## config.mk

```make
export PLATFORM = sky130hd
export DESIGN_NAME = mdu_issue_ctrl
export DESIGN_NICKNAME = d
export VERILOG_FILES = /design/src/rtl/mdu_issue_ctrl.sv
export SDC_FILE = /design/constraint.sdc
export NUM_CORES = 1
export LEC_CHECK = 0
export CAP_MARGIN = 20
export CORE_MARGIN = 3
export CORE_UTILIZATION = 56
export CTS_CLUSTER_DIAMETER = 30
export DETAILED_ROUTE_END_ITERATION = 12
export DONT_BUFFER_PORTS = 1
export PLACE_DENSITY = 0.74
export SKIP_CTS_REPAIR_TIMING = 1
export SYNTH_ARGS = -nofsm -noshare
export SYNTH_HDL_FRONTEND = slang
export SYNTH_SLANG_ARGS = --single-unit
```

## constraint.sdc

```tcl
create_clock -name clk -period 2 [get_ports clk]
set_input_delay 0.3 -clock clk [delete_from_list [all_inputs] [get_ports clk]]
set_output_delay 0.3 -clock clk [all_outputs]
set_load 0.005 [all_outputs]
```

## src/rtl/mdu_issue_ctrl.sv

```systemverilog
// E-stage issue and interlock control in front of the multiply/divide unit.
// Holds the E-stage copy of the MDU opcode and operands and drives the
// one-cycle Start pulse. It stalls the D stage while the MDU is starting or
// busy, counts stall cycles with saturation, and flags a sticky watchdog
// error when Busy stays high too long or a new Start arrives while the
// timer is still running.
module mdu_issue_ctrl #(
    parameter int TIMEOUT = 16,
    parameter int CNT_W   = 32
) (
    input  logic             clk,
    input  logic             reset,
    input  logic             D_valid,
    input  logic [3:0]       D_MDU_op,
    input  logic [31:0]      D_rs,
    input  logic [31:0]      D_rt,
    input  logic             stall_ext,
    input  logic             flush,
    input  logic             Busy,
    output logic             Start,
    output logic [3:0]       MDU_op,
    output logic [31:0]      A,
    output logic [31:0]      B,
    output logic             stall_D,
    output logic [CNT_W-1:0] stall_cnt,
    output logic             err_timeout
);

    localparam int DATA_W = 32;
    localparam int TMR_W  = $clog2(TIMEOUT + 1);
    localparam logic [TMR_W-1:0] TMR_LIMIT = TMR_W'(TIMEOUT);
    localparam logic [TMR_W-1:0] TMR_ONE   = TMR_W'(1);

    typedef enum logic [3:0] {
        OP_NOP   = 4'd0,
        OP_MULT  = 4'd1,
        OP_MULTU = 4'd2,
        OP_DIV   = 4'd3,
        OP_DIVU  = 4'd4,
        OP_MFHI  = 4'd5,
        OP_MFLO  = 4'd6,
        OP_MTHI  = 4'd7,
        OP_MTLO  = 4'd8
    } mdu_op_e;

    // Multi-cycle operations are the only ones that start the MDU engine;
    // moves to/from HI/LO complete without raising Busy.
    function automatic logic is_md(input logic [3:0] op);
        return (op == OP_MULT) || (op == OP_MULTU) ||
               (op == OP_DIV)  || (op == OP_DIVU);
    endfunction

    // Counter increment that sticks at all-ones instead of wrapping.
    function automatic logic [CNT_W-1:0] sat_inc(input logic [CNT_W-1:0] v);
        logic [CNT_W-1:0] one;
        one = {{(CNT_W-1){1'b0}}, 1'b1};
        return (&v) ? v : (v + one);
    endfunction

    // Watchdog timer increment that stops at the limit.
    function automatic logic [TMR_W-1:0] tmr_inc(input logic [TMR_W-1:0] v);
        return (v < TMR_LIMIT) ? (v + TMR_ONE) : v;
    endfunction

    // E-stage pipeline registers
    logic                     vld_p0;
    logic [3:0]               op_p0;
    logic signed [DATA_W-1:0] a_p0;
    logic signed [DATA_W-1:0] b_p0;

    logic [TMR_W-1:0] tmr_p0;
    logic [TMR_W-1:0] tmr_nxt;
    logic             wd_err_set;
    logic             bubble;

    assign Start   = vld_p0 & is_md(op_p0);
    assign MDU_op  = vld_p0 ? op_p0 : OP_NOP;
    assign A       = a_p0;
    assign B       = b_p0;
    assign stall_D = D_valid & (D_MDU_op != OP_NOP) & (Start | Busy);
    assign bubble  = flush | stall_D | stall_ext;

    // D -> E transfer: flush and stalls insert a bubble, operands hold on a bubble
    always_ff @(posedge clk) begin
        if (!reset) begin
            vld_p0 <= 1'b0;
            op_p0  <= OP_NOP;
            a_p0   <= '0;
            b_p0   <= '0;
        end else if (bubble) begin
            vld_p0 <= 1'b0;
            op_p0  <= OP_NOP;
        end else begin
            vld_p0 <= D_valid;
            op_p0  <= D_MDU_op;
            a_p0   <= signed'(D_rs);
            b_p0   <= signed'(D_rt);
        end
    end

    // Watchdog next state: arm on Start, count while Busy, clear when idle
    always_comb begin
        tmr_nxt    = tmr_p0;
        wd_err_set = 1'b0;
        if (Start) begin
            tmr_nxt    = TMR_ONE;
            wd_err_set = (tmr_p0 != '0);
        end else if ((tmr_p0 != '0) && Busy) begin
            tmr_nxt = tmr_inc(tmr_p0);
        end else if (!Busy) begin
            tmr_nxt = '0;
        end
        if (tmr_nxt == TMR_LIMIT) begin
            wd_err_set = 1'b1;
        end
    end

    // Watchdog timer and sticky error flag
    always_ff @(posedge clk) begin
        if (!reset) begin
            tmr_p0      <= '0;
            err_timeout <= 1'b0;
        end else begin
            tmr_p0 <= tmr_nxt;
            if (wd_err_set) begin
                err_timeout <= 1'b1;
            end
        end
    end

    // Saturating count of cycles in which the D stage is frozen by the MDU
    always_ff @(posedge clk) begin
        if (!reset) begin
            stall_cnt <= '0;
        end else if (stall_D) begin
            stall_cnt <= sat_inc(stall_cnt);
        end
    end

endmodule

```

### Word-level counts from Yosys, hierarchy flattened

Cells that the tools add are included.

* bits of input ports: 74
* output and inout bits: 103
* bits in registers: 107
* word-level logic and storage cells: 39

* reduce and logical (&&, ||, !) cells: 9
* order comparisons: 1
* muxes and demuxes: 7
* bitwise logic cells: 8
* equality and inequality tests: 5
* add/subtract/negate cells: 2

Operators by type and width (count)
* $add 32x1->32 const B: 1
* $reduce_and 32->1: 1
* $mux 5: 4
* $eq 4x2->1 const B: 2
* $add 5x1->5 const B: 1
* $eq 5x5->1 const B: 1
* $lt 5x5->1 const B: 1
* $reduce_bool 5->1: 1
* $eq 4x1->1 const B: 1
* $eq 4x3->1 const B: 1
* $mux 4: 1
* $reduce_bool 4->1: 1
* $and 1x1->1: 3
* $logic_or 1x1->1: 3
* $or 1x1->1: 3
* $mux 1: 2
* $not 1->1: 2
* $reduce_and 2->1: 1
* $reduce_or 2->1: 1
* $logic_and 1x1->1: 1

### Depth between registers and ports, before layout

* depth after elaboration: 10
* depth in mapped cells: 9
* mapped depth without buffers: 6

### Worst setup path after synthesis

Ideal clock, no wire load.

* path kind: reg-to-reg
* start point: register stall_cnt[0]
* end point: register stall_cnt[15]
* setup slack: -81 ps
* path buffers: 3
* arrival time: 2010 ps
* library setup time: 70 ps
* data required time: 1930 ps
* period minus slack after synthesis: 2081 ps
* stages on the path, launching flop included: 10
* cell sequence: dfxtp_1 > ha_1 > and4_4 > and3_4 > buf_6 > and4_4 > buf_6 > buf_6 > or4_1 > a21oi_1

* word-level cells in the longest chain between the ends: 3
* elaborated cells between the ends (all ways): 4
* classes of those cells: add/sub: 1; bitwise: 1; reduce/logical: 2

RTL lines
* start: declaration: line 25 `output logic [CNT_W-1:0] stall_cnt,`
* start signal: assignment: line 136 `stall_cnt <= sat_inc(stall_cnt);`
* parallel branches: the longest is 3 deep, another holds $add 32x1->32

Several ways; the timed one is not identified.
A chain may end at the register's enable or synchronous reset.

### Final worst setup path

* start point: register stall_cnt[13]
* end point: register stall_cnt[31]

The elaborated chain is that of the path after synthesis.

==> impl_metrics.toml <==
[sta]
hold_viol = 0
setup_viol = 0
drv_slew = 0
worst_pin_slew_ps = 490
finClkSkew_ps = 17.8
fin_crit_sh = 0.966
max_slew_margin = 0.673
fin_tns_setup_ps = 0
fmaxAchievable_mhz = 518
period_needed_ps = 1930

[critical_path]
cp_max_fo = 24
critPathCaptureType = "register"
cp-start-kind = "register"
crit_path_end = "stall_cnt[31]"
r2r-end = "stall_cnt[31]"
reg2reg_depth = 6
r2r_setup_slack_ps = 70
regToRegStartpoint = "stall_cnt[13]"
cp.depth = 6
cp.arrival_ps = 2220
crit_buf_inv = 1
crit_chain = "nand4_1, nor3_2, nand3_1, buf_12, or4_1, a21oi_1"
path_class = "register to register"
cpMaxStageDelayCell = "or4_1"
required_ps = 2290
startpoint = "stall_cnt[13]"
cpPeakStageDelay_ps = 500
critical_path.top_delay_family = "simple AND/OR/NAND/NOR gates"

[routing]
routedWlPerCell_um = 17.2
vias = 3994
viasPerCell = 5.97
drt_iter0_markers = 231
ant_nets = 0
drc = 0
wl_um = 11500
first_pass_iters = 5

[pwr]
sw_frac_of_total = 0.252
pwr-share-clk = 0.338
p_sw_uw = 939
p_per_area_nw_per_um2 = 747
irDropWorstVdd_mv = 0.410
power_mw = 3.73
p_int_mw = 2.79
p_comb_frac = 0.063
seqPwrFrac = 0.600
p_leak_nw = 1.72

[clock_network]
cts_buffers = 9
cts_tree = "built"
htree_levels = 3
cts_num_sinks = 107
root_buffer = "clkbuf_8"
clk_pin_slew_worst_paths_ps = 110
cts_max_path_buffers = 2
clkLatencyLatePin_ps = 360

[grt]
use_met3 = 0.0782
busiest_layer = "met2"
antenna_found_initial = 0
overflow = 0
grt_max_degree = 65
use_met1 = 0.273
gr-usage-met2 = 0.388
grt_pass1_vias = 3555
grt_pass1_wl_um = 16900
grt_use_total = 0.232

[synth]
netlist.area_leader.share = 0.475
synth_area_leaders = "dfxtp_1, nand2_1, a21oi_1, buf_6, nand3_1"
synth-edff-count = 0
synthCells = 556
synth.avg_cell_area_um2 = 8.10
async_flop_share = 0
yosys.cell_count.top_type = "nand2_1"
yosysTopAreaCell = "dfxtp_1"
synth-main-ff-cell = "dfxtp_1"
netlist_area_um2 = 4510
ys_types = 42
yosysSeqAreaShare = 0.475
syn_nets = 633
yosys_warnings = 0
synth_commonest_cells = "nand2_1, dfxtp_1, a21oi_1"
synth-seq-cells = 107

[floorplan]
die_x_um = 95.7
die_area_um2 = 9160
design.core.area_um2 = 7770
ios = 177
rows = 32
start_util = 0.580
die_y_um = 95.7

[final_layout]
antenna_cells = 0
syn_to_final_growth_pct = 10.7
final_nets = 639
drive_above_1_share = 0.118
instances_no_fill = 669

[place]
gp_congestion = 0.858
placedCellCount = 646
numPortBuffers = 0
dpl.hpwl_um = 7780

[min_path]
holdCritPathClass = "input port to register"

[flow_run]
drv_cap = 0

[run_status]
status = "completed"
-- layout make-up --
type	instances	area (um2)
fill	671	2780
multi-input combinational	403	2150
sequential	107	2150
timing repair buffer	33	345
clock buffer	11	141
tap	102	128
clock inverter	5	45.0
inverter	8	30.0
-- worst register-to-register path, stage by stage, from the launching register on --
cell	delay, ps
dfxtp_1	350
nand4_1	170
nor3_2	330
nand3_1	170
buf_12	180
or4_1	510
a21oi_1	140
-- cells by family after synthesis --
logic type | synth area share
simple gates | 0.272
xor+xnor | 0.00583
buf+inv | 0.0586
mux | 0.0111
compound gates | 0.169
flops | 0.475
fa+ha+maj | 0.00833
-- state kept, by name (all words and copies together) (netlist names) --
signal,flops
stall_cnt,32
A,32
vld_p0,1
B,32
op_p0,4
err_timeout,1
tmr_p0,5
-- placed cells by master, fill, tap and decap left out, types with 2 or more instances in the layout --
| master | n |
|---|---|
| clkinv_4 | 2 |
| and2_1 | 6 |
| o31a_1 | 2 |
| nor4_1 | 3 |
| inv_1 | 7 |
| dfxtp_1 | 103 |
| clkbuf_8 | 10 |
| nand2_1 | 154 |
| o41ai_1 | 7 |
| nor3_1 | 5 |
| nand2b_1 | 10 |
| buf_4 | 26 |
| nor2_1 | 11 |
| mux2i_1 | 5 |
| and4_4 | 5 |
| nand3_1 | 20 |
| o311ai_0 | 6 |
| and3_1 | 10 |
| o21ai_0 | 11 |
| ha_1 | 2 |
| nand4_1 | 7 |
| buf_12 | 5 |
| a21oi_1 | 88 |
| dfxtp_2 | 4 |
| clkbuf_16 | 2 |
| or3_1 | 11 |
| o31ai_1 | 9 |
| or4_1 | 10 |
| xor2_1 | 2 |
-- stage by stage --
step           setup slack, ps  utilization  hold WS [ps]  instance area [um2]
2_1_floorplan             50.3            -           436                 4510
3_3_place_gp              94.5        0.602           422                 4680
3_5_place_dp             -32.8        0.602           426                 4680
4_1_cts                   -234        0.626          28.4                 4870
5_1_grt                  -48.0        0.642          22.3                 4990
6_report                  68.0        0.642          49.5                 4990
-- power by group through the flow --
stage | clock, mW | combinational (mW) | sequential [mW]
after floorplan | 0 | 0.170 | 2.27
after global placement | 0 | 0.198 | 2.29
after detailed placement | 0 | 0.208 | 2.29
after CTS | 1.29 | 0.208 | 2.24
after global routing | 1.39 | 0.260 | 2.25
final | 1.26 | 0.233 | 2.24
-- per-layer routing --
metal / part of all wire / vias to the layer above
li1: - / 1941
met1: 0.37 / 1888
met2: 0.51 / 151
met3: 0.11 / 14
met4: 0.015 / 0
met5: 0 / -
-- worst min-delay path by stage --
stage                        from            end  slack, ps  depth (start not counted)
final                       reset  stall_cnt[20]         50                          1
after global routing        reset  stall_cnt[20]         20                          1
after CTS                   reset    err_timeout         30                          1
after detailed placement    reset  stall_cnt[20]        430                          1
after global placement      reset  stall_cnt[20]        420                          1
after floorplan           D_rs[0]           A[0]        440                          2
Power figures use the tool's default switching activity.
